===== src/rtl/fp_wb_pkg.sv =====
// Shared FP package: register-index type, register count and the
// writeback queue entry layout used by the FP writeback path.
package fp_wb_pkg;

    localparam int FP_NUM_REGS = 32;
    localparam int FP_XLEN     = 32;

    typedef logic [$clog2(FP_NUM_REGS)-1:0] fp_reg_idx_t;

    typedef struct packed {
        fp_reg_idx_t        rd;
        logic [FP_XLEN-1:0] data;
    } fp_wb_entry_t;

endpackage


===== src/rtl/fp_wb_match.sv =====
// Per-query youngest-match select over the writeback queue.
// Walks entries from oldest to youngest, so the last hit wins and the
// value reported is the one nearest the write pointer.
module fp_wb_match
    import fp_wb_pkg::*;
#(
    parameter int DEPTH = 4,
    parameter int XLEN  = 32
) (
    input  fp_reg_idx_t            rs,
    input  fp_reg_idx_t            rd_q   [DEPTH],
    input  logic [XLEN-1:0]        data_q [DEPTH],
    input  logic [DEPTH-1:0]       occ,
    input  logic [$clog2(DEPTH)-1:0] rd_ptr,
    output logic [XLEN-1:0]        fwd
);

    localparam int PTR_W = $clog2(DEPTH);

    // Priority select: younger occupied matches override older ones.
    always_comb begin
        logic [PTR_W-1:0] idx;
        // NOTE: every variable assigned in this block gets a default first, so no latch is inferred.
        fwd = '0;
        idx = '0;
        for (int k = 0; k < DEPTH; k++) begin
            idx = rd_ptr + PTR_W'(k);
            if (occ[idx] && (rd_q[idx] == rs)) begin
                fwd = data_q[idx];
            end
        end
    end

endmodule


===== src/rtl/fp_wb_queue.sv =====
// FP writeback queue: arbitrates the pipelined (A) and iterative (B) FP
// units into one regfile write port and answers hazard queries.
// Optional macro FP_WB_FORWARD_EN builds the forwarding data path for
// fwd1..3; without it those outputs are tied to 0 and only pendN exists.
module fp_wb_queue
    import fp_wb_pkg::*;
#(
    parameter int DEPTH = 4,
    parameter int XLEN  = 32
) (
    input  logic                   clock,
    input  logic                   reset,
    input  logic                   a_valid,
    output logic                   a_ready,
    input  fp_reg_idx_t            a_rd,
    input  logic [XLEN-1:0]        a_data,
    input  logic                   b_valid,
    output logic                   b_ready,
    input  fp_reg_idx_t            b_rd,
    input  logic [XLEN-1:0]        b_data,
    input  logic                   write_enable,
    input  logic                   flush,
    output logic                   fp_reg_write,
    output fp_reg_idx_t            rd,
    output logic [XLEN-1:0]        wb_data,
    input  fp_reg_idx_t            rs1,
    input  fp_reg_idx_t            rs2,
    input  fp_reg_idx_t            rs3,
    output logic                   pend1,
    output logic                   pend2,
    output logic                   pend3,
    output logic [XLEN-1:0]        fwd1,
    output logic [XLEN-1:0]        fwd2,
    output logic [XLEN-1:0]        fwd3,
    output logic [$clog2(DEPTH):0] count
);

    localparam int PTR_W = $clog2(DEPTH);
    localparam int CNT_W = PTR_W + 1;

    fp_reg_idx_t      rd_q   [DEPTH];
    logic [XLEN-1:0]  data_q [DEPTH];
    logic [PTR_W-1:0] rd_ptr;
    logic [PTR_W-1:0] wr_ptr;
    logic             grant_b;   // 0: A wins a tie, 1: B wins a tie
    logic             full;
    logic             empty;
    logic             push_a;
    logic             push_b;
    logic             push;
    logic             pop;
    logic [DEPTH-1:0] occ;

    assign full  = (count == CNT_W'(DEPTH));
    assign empty = (count == '0);

    // Arbitration: a lone producer only sees full; on a tie the grant bit picks.
    always_comb begin
        a_ready = reset && !flush && !full && (!b_valid || !grant_b);
        b_ready = reset && !flush && !full && (!a_valid ||  grant_b);
    end

    assign push_a = a_valid && a_ready;
    assign push_b = b_valid && b_ready;
    assign push   = push_a || push_b;

    // Drain port: head is presented whenever present, written only when enabled.
    always_comb begin
        fp_reg_write = !empty && write_enable && !flush;
        rd           = empty ? '0 : rd_q[rd_ptr];
        wb_data      = empty ? '0 : data_q[rd_ptr];
    end

    assign pop = fp_reg_write;

    // Pointers, occupancy and round-robin grant.
    always_ff @(posedge clock or negedge reset) begin
        // NOTE: sequential state uses non-blocking assignments so every register samples pre-edge values.
        if (!reset) begin
            rd_ptr  <= '0;
            wr_ptr  <= '0;
            count   <= '0;
            grant_b <= 1'b0;
        end else if (flush) begin
            rd_ptr <= '0;
            wr_ptr <= '0;
            count  <= '0;
        end else begin
            if (push) wr_ptr <= wr_ptr + 1'b1;
            if (pop)  rd_ptr <= rd_ptr + 1'b1;
            case ({push, pop})
                2'b10:   count <= count + 1'b1;
                2'b01:   count <= count - 1'b1;
                default: count <= count;
            endcase
            if (push && a_valid && b_valid) grant_b <= !grant_b;
        end
    end

    // Entry storage: written at the write pointer on an accepted push.
    always_ff @(posedge clock) begin
        // NOTE: storage is deliberately not reset; occupancy alone decides which entries are live.
        if (push) begin
            rd_q[wr_ptr]   <= push_a ? a_rd   : b_rd;
            data_q[wr_ptr] <= push_a ? a_data : b_data;
        end
    end

    // Occupancy mask: the count entries starting at the read pointer are live.
    always_comb begin
        logic [PTR_W-1:0] idx;
        occ = '0;
        idx = '0;
        for (int k = 0; k < DEPTH; k++) begin
            idx      = rd_ptr + PTR_W'(k);
            occ[idx] = (CNT_W'(k) < count);
        end
    end

    // Pending flags: any live entry targeting the queried register.
    always_comb begin
        pend1 = 1'b0;
        pend2 = 1'b0;
        pend3 = 1'b0;
        for (int i = 0; i < DEPTH; i++) begin
            pend1 = pend1 || (occ[i] && (rd_q[i] == rs1));
            pend2 = pend2 || (occ[i] && (rd_q[i] == rs2));
            pend3 = pend3 || (occ[i] && (rd_q[i] == rs3));
        end
    end

`ifdef FP_WB_FORWARD_EN
    fp_wb_match #(.DEPTH(DEPTH), .XLEN(XLEN)) u_match1 (
        .rs(rs1), .rd_q(rd_q), .data_q(data_q), .occ(occ), .rd_ptr(rd_ptr), .fwd(fwd1)
    );
    fp_wb_match #(.DEPTH(DEPTH), .XLEN(XLEN)) u_match2 (
        .rs(rs2), .rd_q(rd_q), .data_q(data_q), .occ(occ), .rd_ptr(rd_ptr), .fwd(fwd2)
    );
    fp_wb_match #(.DEPTH(DEPTH), .XLEN(XLEN)) u_match3 (
        .rs(rs3), .rd_q(rd_q), .data_q(data_q), .occ(occ), .rd_ptr(rd_ptr), .fwd(fwd3)
    );
`else
    assign fwd1 = '0;
    assign fwd2 = '0;
    assign fwd3 = '0;
`endif

endmodule


===== config.mk =====
export PLATFORM = sky130hd
export DESIGN_NAME = fp_wb_queue
export DESIGN_NICKNAME = d
export VERILOG_FILES = /design/src/rtl/fp_wb_pkg.sv /design/src/rtl/fp_wb_match.sv /design/src/rtl/fp_wb_queue.sv
export SDC_FILE = /design/constraint.sdc
export NUM_CORES = 1
export LEC_CHECK = 0
export BUFFER_PORTS_ARGS = -buffer_cell sky130_fd_sc_hd__buf_2
export CAP_MARGIN = 10
export CORE_ASPECT_RATIO = 1.5
export CORE_MARGIN = 3
export CORE_UTILIZATION = 50
export DETAILED_ROUTE_END_ITERATION = 8
export GPL_TIMING_DRIVEN = 0
export MAX_ROUTING_LAYER = met4
export PLACE_DENSITY = 0.77
export SLEW_MARGIN = 20
export SYNTH_ARGS = -nofsm -noshare
export SYNTH_HDL_FRONTEND = slang
export SYNTH_SLANG_ARGS = --single-unit
export TNS_END_PERCENT = 20

===== constraint.sdc =====
create_clock -name clock -period 6.5 [get_ports clock]
set_clock_uncertainty 0.15 [all_clocks]
set_input_delay 0.975 -clock clock [delete_from_list [all_inputs] [get_ports clock]]
set_output_delay 0.975 -clock clock [all_outputs]
set_load 0.01 [all_outputs]

## Yosys cells after proc, flatten, opt, wreduce, memory -nomap -nowiden

Memories as Yosys holds them, arrays and structs flattened.
Index checks and enable logic that the tools add are counted.

| word-level totals | value |
|---|---|
| flip-flop bits (word level) | 8 |
| memory bits (writable) | 148 |
| bits of input ports | 95 |
| memories | 2 |

| operators by class | value |
|---|---|
| add/subtract/negate cells | 6 |
| $lt $le $gt $ge | 12 |
| equality and inequality tests | 15 |
| mux-type cells | 23 |
| bitwise logic cells | 2 |
| reductions and logical operators | 49 |

Memory list:

| memory | depth | bits a word | read ports | clocked after memory_dff | wr ports | line | text |
|---|---|---|---|---|---|---|---|
| data_q | 4 | 32 | 1 | 0 | 1 | fp_wb_queue.sv:42 | `logic [XLEN-1:0] data_q [DEPTH];` |
| rd_q | 4 | 5 | 5 | 0 | 1 | fp_wb_queue.sv:41 | `fp_reg_idx_t rd_q [DEPTH];` |

Operator list:

| kind | count |
|---|---|
| 2-to-1 mux 32 bit | 2 |
| equality test 5 bit | 12 |
| logical AND 1 bit | 26 |
| bitwise mux 4 bit | 3 |
| logical OR 1 bit | 12 |
| < comparator 2 x 3 -> 1 bit, second input constant | 4 |
| 2-to-1 mux 5 bit | 2 |
| demux 1 bit (select 2 bit) | 4 |
| >= comparator 2 x 1 -> 1 bit, second input constant | 4 |
| 2-to-1 mux 2 bit | 4 |
| zero test 1 bit | 6 |
| < comparator 1 x 3 -> 1 bit, first input constant | 2 |
| < comparator 2 x 3 -> 1 bit, first input constant | 2 |
| 2-to-1 mux 1 bit | 6 |
| case mux 3 bit (2 select lines) | 1 |
| adder 2 x 1 -> 2 bit, second input constant | 2 |
| adder 2 bit, second input constant | 2 |
| bitwise AND 4 bit | 1 |
| nonzero test 2 bit | 2 |
| adder 3 x 1 -> 3 bit, second input constant | 1 |
| equality test 3 bit, second input constant | 1 |
| zero test 3 bit | 1 |
| 2-to-1 mux 3 bit | 1 |
| nonzero test 3 bit | 1 |
| other kinds (5) | 5 |

## Depth between registers and ports, before layout

Gate-level depths: netlist (run 1).

| depth | value |
|---|---|
| depth after elaboration | 12 |
| gate-level depth with buffers | 9 |
| gate-level depth less buffers | 7 |

## Worst setup path before layout (run 1)

No wires, ideal clock.

| path | value |
|---|---|
| kind | register -> output |
| start | reg rd_ptr[0] |
| end | out pend1 |
| arrival time | 2.057 ns |
| data required time | 5.375 ns |
| slack | 3.318 ns |
| stages on the path, launching flop included | 9 |
| cell sequence | dfrtp_1 buf_4 buf_4 inv_1 ha_1 a21oi_1 o2bb2ai_1 or4_1 nand4_1 |

| on the way | value |
|---|---|
| cells in the longest elaborated chain, start to end | 12 |

Ends and longest elaborated chain:

| what | line | text |
|---|---|---|
| start: declaration | fp_wb_queue.sv:43 | `logic [PTR_W-1:0] rd_ptr;` |
| start signal: assignment | fp_wb_queue.sv:90 | `if (pop) rd_ptr <= rd_ptr + 1'b1;` |
| adder 2 x 1 -> 2 bit, or another cell as far along | fp_wb_queue.sv:115 | `idx = rd_ptr + PTR_W'(k);` |
| < comparator 2 x 3 -> 1 bit, or another cell as far along | fp_wb_queue.sv:116 | `occ[idx] = (CNT_W'(k) < count);` |
| logical AND 1 bit (not written as such) or 2-to-1 mux 1 bit (tied branches) | fp_wb_queue.sv:116 |  |
| 2-to-1 mux 1 bit (not written as such) or demux 1 bit (select 2 bit) (tied branches) | fp_wb_queue.sv:116 |  |
| demux 1 bit (select 2 bit) or bitwise AND 4 bit (tied branches) | - |  |
| bitwise mux 4 bit (2 in series) | fp_wb_queue.sv:116 |  |
| bitwise mux 4 bit (*) | fp_wb_queue.sv:116 |  |
| logical AND 1 bit | fp_wb_queue.sv:126 | `pend1 = pend1 \|\| (occ[i] && (rd_q[i] == rs1));` |
| logical OR 1 bit (2 in series) | fp_wb_queue.sv:126 |  |
| logical OR 1 bit (*) | fp_wb_queue.sv:126 |  |
| end: declaration | fp_wb_queue.sv:29 | `output logic pend1,` |

Mark *: on every way between the ends. The rest lies on a longest branch, timed or not.

## Final worst setup path (run 1)

| path | value |
|---|---|
| start | reg rd_ptr[1] |
| end | out pend1 |

The elaborated chain is that of the path after synthesis.

==> results of run 1 <==
## layer usage
layer | vias to the layer above | track usage, % | part of all wire [%]
met5 | - | - | 0
met4 | 0 | 6.59 | 1.8
met3 | 23 | 3.78 | 6.2
met2 | 196 | 35.3 | 56
met1 | 2323 | 20.2 | 36
li1 | 2370 | - | -
## power by group through the flow
stage / Clock [W] / Combinational (W) / Sequential (W)
detailed placement: 0 / 0.00111 / 0.00122
floorplan: 0 / 0.000751 / 0.00121
global placement: 0 / 0.00109 / 0.00122
CTS: 0.000993 / 0.00111 / 0.00119
global route: 0.00103 / 0.00120 / 0.00120
finish: 0.000977 / 0.00110 / 0.00119
## through the flow
stage | std cells | setup WS (ps) | total power [W] | hold WS [ps]
6_report | 1032 | 2440 | 0.00327 | 272
5_1_grt | 1032 | 2210 | 0.00344 | 275
4_1_cts | 1032 | 2390 | 0.00330 | 262
3_5_place_dp | 1000 | 2840 | 0.00232 | 404
3_3_place_gp | 996 | 2610 | 0.00231 | 398
2_1_floorplan | 656 | 3320 | 0.00196 | 373
## path summary, 6_finish.rpt
kind | from | cells after the start | slack [ps] | to
setup / recovery | rd_ptr[1]$_DFFE_PN0P_ | 9 | 2440 | pend1
hold / removal | reset | 1 | 270 | count[0]$_DFFE_PN0P_
setup reg to reg | count[0]$_DFFE_PN0P_ | 7 | 3800 | data_q[0][28]$_DFFE_PP_
hold reg to reg | grant_b$_DFFE_PN0P_ | 1 | 410 | grant_b$_DFFE_PN0P_
max in group asynchronous | reset | 1 | 5720 | rd_ptr[1]$_DFFE_PN0P_
min in group clock | grant_b$_DFFE_PN0P_ | 1 | 410 | grant_b$_DFFE_PN0P_
## cells in the mapped netlist, types with 2 or more instances
cell type and count:
edfxtp_1 148, buf_4 101, and2_1 41, mux4_2 37, xnor2_1 35, mux2_4 30
xor2_1 30, ha_1 13, nor3_1 13, clkbuf_1 11, nand3_1 11, nor2_1 10
inv_1 9, nand4_1 9, dfrtp_1 8, mux2_2 7, a21oi_1 5, nand2_1 5
buf_2 4, o21ai_0 4, buf_6 3, or4_1 3, nand2b_1 2, nor3b_1 2
o22ai_1 2
## worst max-delay path, delay by kind of cell, from the launching register on
kind	cells	cell delay, ps
buffers and inverters	4	930
adder cells (fa/ha/maj)	1	250
AO/OA/AOI/OAI	2	270
flip-flops	1	450
AND/OR/NAND/NOR	2	630
## kinds of logic after synthesis
group	after synthesis	share of synthesized area [%]
other	1	0.0447
XOR/XNOR	65	6.78
buffers and inverters	128	10.6
flip-flops	156	55.3
AND/OR/NAND/NOR	104	7.33
AO/OA/AOI/OAI	19	1.64
multiplexers	75	16.4
adder cells (fa/ha/maj)	13	1.94
## cell type report
type	instances	area, sq um	share of cell area, %
clock buffers	17	425	4.10
repair buffers	138	758	7.32
flip-flops and latches	156	4640	44.8
inverters	9	33.8	0.326
multi-input cells	372	3220	31.1
well taps	206	258	2.49
clock inverters	15	169	1.63
plain buffers	119	853	8.23
## registers in the layout, indices dropped and copies added, names as in the netlist
register / flops
data_q: 128
rd_q: 20
count: 3
rd_ptr: 2
wr_ptr: 2
grant_b: 1
==> results by group, run 1 <==
GRT
  • First-pass GRT wire length: 26,100 microns
  • Vias in the first global route: 4,999
  • Gr usage total: 19.1%
  • Total gr overflow: 0
  • Largest net degree at the start of global routing: 24
  • Initial antenna violation count: 0

Layout
  • Synthesis-to-finish area growth: 23.5%
  • Post-route design area: 0.0104 sq mm
  • Most frequent cells in the layout: edfxtp_1 (148), buf_2 (138), buf_4 (101)
  • NumNets Final: 921
  • Ant diodes: 0
  • Final Core Density: 63.5%
  • Commonest non-fill, non-tap cell in the layout: edfxtp_1
  • Fill count: 1,312
  • Fraction of layout cells with a size suffix above 1: 44.1%

STA
  • Max Slew Vio Count: 0
  • Worst rel slew slack: 56.1%
  • Measured slew at the worst slew-check pin: 658 ps
  • Fin. Hold Viols: 0
  • Fmax achieved: 0.246 GHz
  • RSZ-0062 raised after global routing: no
  • Final Cycle Share: 62.4%
  • Setup TNS: 0 ps
  • Setup violators final: 0
  • Crit path time final: 4060 ps

Logic synthesis
  • Async S/R FF share, synth: 5.13%
  • Netlist cell types: 43
  • Top FF cell, synth: edfxtp_1
  • Top cells by area, synth: edfxtp_1 (53%), mux4_2 (9.9%), buf_4 (9.0%), mux2_4 (5.4%), xnor2_1 (3.7%)
  • Sequential-to-total area share from yosys stat: 55.3%
  • Syn_area_per_cell: 15.0 sq um
  • Syn Std Cell Area: 0.00839 sq mm
  • Yosys warning total: 0
  • Yosys reg bits: 156
  • Top-area cell type share of the netlist area: 53.0%
  • Post-synthesis cell count: 561
  • Biggest area consumer among synthesized cells: edfxtp_1
  • Post-synth EDFFs: 148

Die
  • Die height: 165 microns
  • I/O pin cnt: 237
  • Chip width: 112 microns
  • Row count: 57
  • Initial core utilization: 51.4%
  • Area of the core: 0.0163 sq mm
  • Die area: 0.0184 sq mm

Setup path
  • Crit path DAT: 2930 ps
  • CP Class: flip-flop to output pin
  • Worst Path Required: 5370 ps
  • Crit-path max FO: 10
  • CP startpoint kind: flip-flop
  • Critical-path top delay cell: or4_1
  • Crit path top cell by count: buf_2
  • Endpoint class of the critical path: output pin
  • CP peak stage delay: 540 ps
  • Critical path, cell by cell: buf_2, buf_2, inv_1, ha_1, a21oi_1, o2bb2ai_1, or4_1, nand4_1, buf_2

Pwr
  • Internal power: 0.00223 W
  • Clock share of power: 29.9%
  • Seq pwr share: 36.5%
  • Lkg Pwr: 4.36 nW
  • Switch Pwr: 0.00103 W
  • Net Sw Frac: 31.7%
  • Maximum vdd drop: 0.251 mV
  • Logic pwr share: 33.5%
  • Cell Pwr Density: 315 mW/mm^2

Place
  • Placed cell areas: 0.00977 sq mm
  • IO buf count: 134
  • DP HPWL: 13,100 microns
  • Gpl congestion: 0.931

Flow run
  • Max cap viols: 0

Drt
  • Final wirelength: 17,100 microns
  • # DRC: 0
  • Per-cell routed wire length: 16.6 microns
  • Post-route ant nets: 0
  • Drt first-iter violations: 275
  • Via density: 4.76
  • Iteration count of the initial detailed-routing pass: 4
  • Vias: 4,912

Worst hold path
  • Min-delay worst type: primary input to async pin

Clocking
  • Cts bufs inserted: 17
  • Clk Tree Root Cell: clkbuf_16
  • CTS tree: yes
  • Post-CTS resize count: 0
  • H-tree depth: 4
  • Worst-path clk slew: 70 ps
  • Post-CTS setup buffers: 0
  • Skew-Pair Late Insertion Delay: 410 ps
  • Clock sinks: 156
  • Post-CTS Hold Buffers: 0
  • Max Buffers Root-to-Sink: 2

Outcome
  • Outcome: finished clean
Power figures use the tool's default switching activity.
==> run 2, diff against run 1 <==
==> constraint.sdc (replaced) <==
create_clock -name clock -period 4.1 [get_ports clock]
set_clock_uncertainty 0.15 [all_clocks]
set_input_delay 0.615 -clock clock [delete_from_list [all_inputs] [get_ports clock]]
set_output_delay 0.615 -clock clock [all_outputs]
set_load 0.01 [all_outputs]
==> run 2 against run 1 <==
Against the previous run: worst hold slack better by 69 ps; routed wire length up 0.26%; largest power group unchanged; global-route usage about the same.
==> results by group, run 2 (synthesis results as in run 1) <==
Outcome
  • Outcome: finished clean (unchanged)

Setup path
  • Critical register-to-register path endpoint: data_q[0][28]$_DFFE_PP_ (unchanged)
  • CP Class: flip-flop to output pin (unchanged)
  • Crit-path max FO: 10 (unchanged)
  • Endpoint class of the critical path: output pin (unchanged)
  • FF-to-FF Start: count[0]$_DFFE_PN0P_ (unchanged)
  • Worst Path Required: 3340 ps (was 5370 ps)
  • CP startpoint kind: flip-flop (unchanged)
  • Crit path DAT: 2950 ps (was 2930 ps)
  • R2R setup slack: 1400 ps (was 3800 ps)
  • R2R depth: 7 (unchanged)

Layout
  • Fraction of layout cells with a size suffix above 1: 44.0% (was 44.1%)
  • Largest registers: data_q: 128 flops, rd_q: 20 flops, count: 3 flops (unchanged)
  • NumNets Final: 922 (was 921)
  • Largest reg by FF count: data_q (unchanged)
  • Commonest non-fill, non-tap cell in the layout: edfxtp_1 (unchanged)
  • Final Core Density: 63.5% (about the same)
  • Final non-filler cell total: 1,033 (was 1,032)
  • Ant diodes: 0 (unchanged)
  • Max reg flops: 128 (unchanged)
  • Most frequent cells in the layout: edfxtp_1 (148), buf_2 (138), buf_4 (101) (unchanged)
  • Synthesis-to-finish area growth: 23.6% (was 23.5%)

STA
  • RSZ-0062 raised after global routing: no (unchanged)
  • Final WS setup: 384 ps (was 2440 ps)
  • Measured slew at the worst slew-check pin: 658 ps (about the same)
  • Max Slew Vio Count: 0 (unchanged)
  • Crit path time final: 3720 ps
  • Setup violators final: 0 (unchanged)
  • Fin. Hold Viols: 0 (unchanged)
  • Setup TNS: 0 ps (unchanged)
  • Final Cycle Share: 90.6%
  • Worst hold slack: 340 ps (was 272 ps)
  • Worst rel slew slack: 56.1% (about the same)
  • Fmax achieved: 0.269 GHz

Clocking
  • H-tree depth: 4 (unchanged)
  • Cts bufs inserted: 17 (unchanged)
  • Clk Tree Root Cell: clkbuf_16 (unchanged)
  • Skew-Pair Late Insertion Delay: 410 ps (about the same)
  • Post-CTS setup buffers: 0 (unchanged)
  • Clock sinks: 156 (unchanged)
  • Max Buffers Root-to-Sink: 2 (unchanged)
  • Worst-path clk slew: 70 ps (about the same)
  • Post-CTS resize count: 0 (unchanged)
  • CTS tree: yes (unchanged)

Die
  • Row count: 57 (unchanged)
  • Area of the core: 0.0163 sq mm (unchanged)
  • Chip width: 112 microns (unchanged)
  • I/O pin cnt: 237 (unchanged)
  • Initial core utilization: 51.4% (unchanged)
  • Die area: 0.0184 sq mm (unchanged)
  • Die height: 165 microns (unchanged)

Drt
  • Per-cell routed wire length: 16.6 microns (about the same)
  • # DRC: 0 (unchanged)
  • Via density: 4.76 (about the same)
  • Vias: 4,921 (was 4,912)
  • Drt first-iter violations: 245 (was 275)
  • Post-route ant nets: 0 (unchanged)
  • Final wirelength: 17,100 microns (about the same)
  • Iteration count of the initial detailed-routing pass: 5 (was 4)

Pwr
  • Lkg Pwr: 4.36 nW (about the same)
  • Maximum vdd drop: 0.397 mV (was 0.251 mV)
  • Cell Pwr Density: 499 mW/mm^2 (was 315 mW/mm^2)

GRT
  • Gr usage total: 19.1% (about the same)
  • Largest net degree at the start of global routing: 24 (unchanged)
  • Met1 Use GR: 20.3% (was 20.2%)
  • Initial antenna violation count: 0 (unchanged)
  • GRT met3 Usage: 3.78% (unchanged)
  • Met2 usage: 35.3% (unchanged)
  • Total gr overflow: 0 (unchanged)
  • First-pass GRT wire length: 26,100 microns (about the same)
  • Grt peak-use layer: met2 (unchanged)
  • Vias in the first global route: 5,003 (was 4,999)

Place
  • Inst Count DP: 1,000 (unchanged)
  • DP Worst Slack: 798 ps (was 2840 ps)
  • Gpl congestion: 0.931 (unchanged)
  • DP HPWL: 13,100 microns (unchanged)
  • IO buf count: 134 (unchanged)

Worst hold path
  • Min-delay worst type: primary input to flip-flop (was primary input to async pin)
  • Hold EP: count[0]$_DFFE_PN0P_
  • Hold depth: 2
  • Hold path start: flush

Flow run
  • Max cap viols: 0 (unchanged)
-- run 2: cell types whose count changed in the layout (fill, tap and decap cells not counted) --
cell	delta
dlygate4sd3_1	+1
-- run 2: repair_timing --
item	in CTS	in global routing
endpoints found under the hold margin	8	0
endpoints found under the setup margin	0	0
hold buffers	1	0
-- run 2: metal layers --
layer  part of all wire [%]  routed length [microns]  vias to the layer above
li1                       -                        -                     2373
met1                     35                     6060                     2316
met2                     56                     9640                      207
met3                    6.6                     1130                       25
met4                    1.9                      318                        0
met5                      0                        0                        -
-- run 2: layout make-up --
cell class	count	area [sq um]
Multi-Input combinational cell	372	3220
Sequential cell	156	4640
Buffer	119	853
Timing Repair Buffer	139	768
Fill cell	1309	5960
Clock inverter	15	169
Inverter	9	33.8
Tap cell	206	258
Clock buffer	17	425
-- run 2: through the flow --
| stage | power [W] | cell area [sq um] |
|---|---|---|
| 2_1_floorplan | 0.00311 | 8750 |
| 3_3_place_gp | 0.00366 | 9680 |
| 3_5_place_dp | 0.00369 | 9770 |
| 4_1_cts | 0.00524 | 10400 |
| 5_1_grt | 0.00545 | 10400 |
| 6_report | 0.00518 | 10400 |
-- run 2: worst max-delay path: stages, from the launching register on --
cell and delay, ps:
dfrtp_1 450, buf_2 310, buf_2 350, inv_1 130, ha_1 250, a21oi_1 150, o2bb2ai_1 130, or4_1 540
nand4_1 90, buf_2 140
-- run 2: worst max path at each step --
stage               cells past startpoint                       to                   from
floorplan                               8                    pend1  rd_ptr[0]$_DFFE_PN0P_
global placement                        6  data_q[1][29]$_DFFE_PP_   count[0]$_DFFE_PN0P_
detailed placement                      9                    pend1  rd_ptr[1]$_DFFE_PN0P_
CTS                                     9                    pend1  rd_ptr[1]$_DFFE_PN0P_
global route                            9                    pend1  rd_ptr[0]$_DFFE_PN0P_
finish                                  9                    pend1  rd_ptr[1]$_DFFE_PN0P_
-- run 2: power by group --
part | internal, W | leakage (nW) | total [W] | switching (W)
logic | 0.000831 | 2.62 | 0.00174 | 0.000910
registers | 0.00184 | 1.45 | 0.00189 | 0.0000563
clock network | 0.000874 | 0.292 | 0.00155 | 0.000674
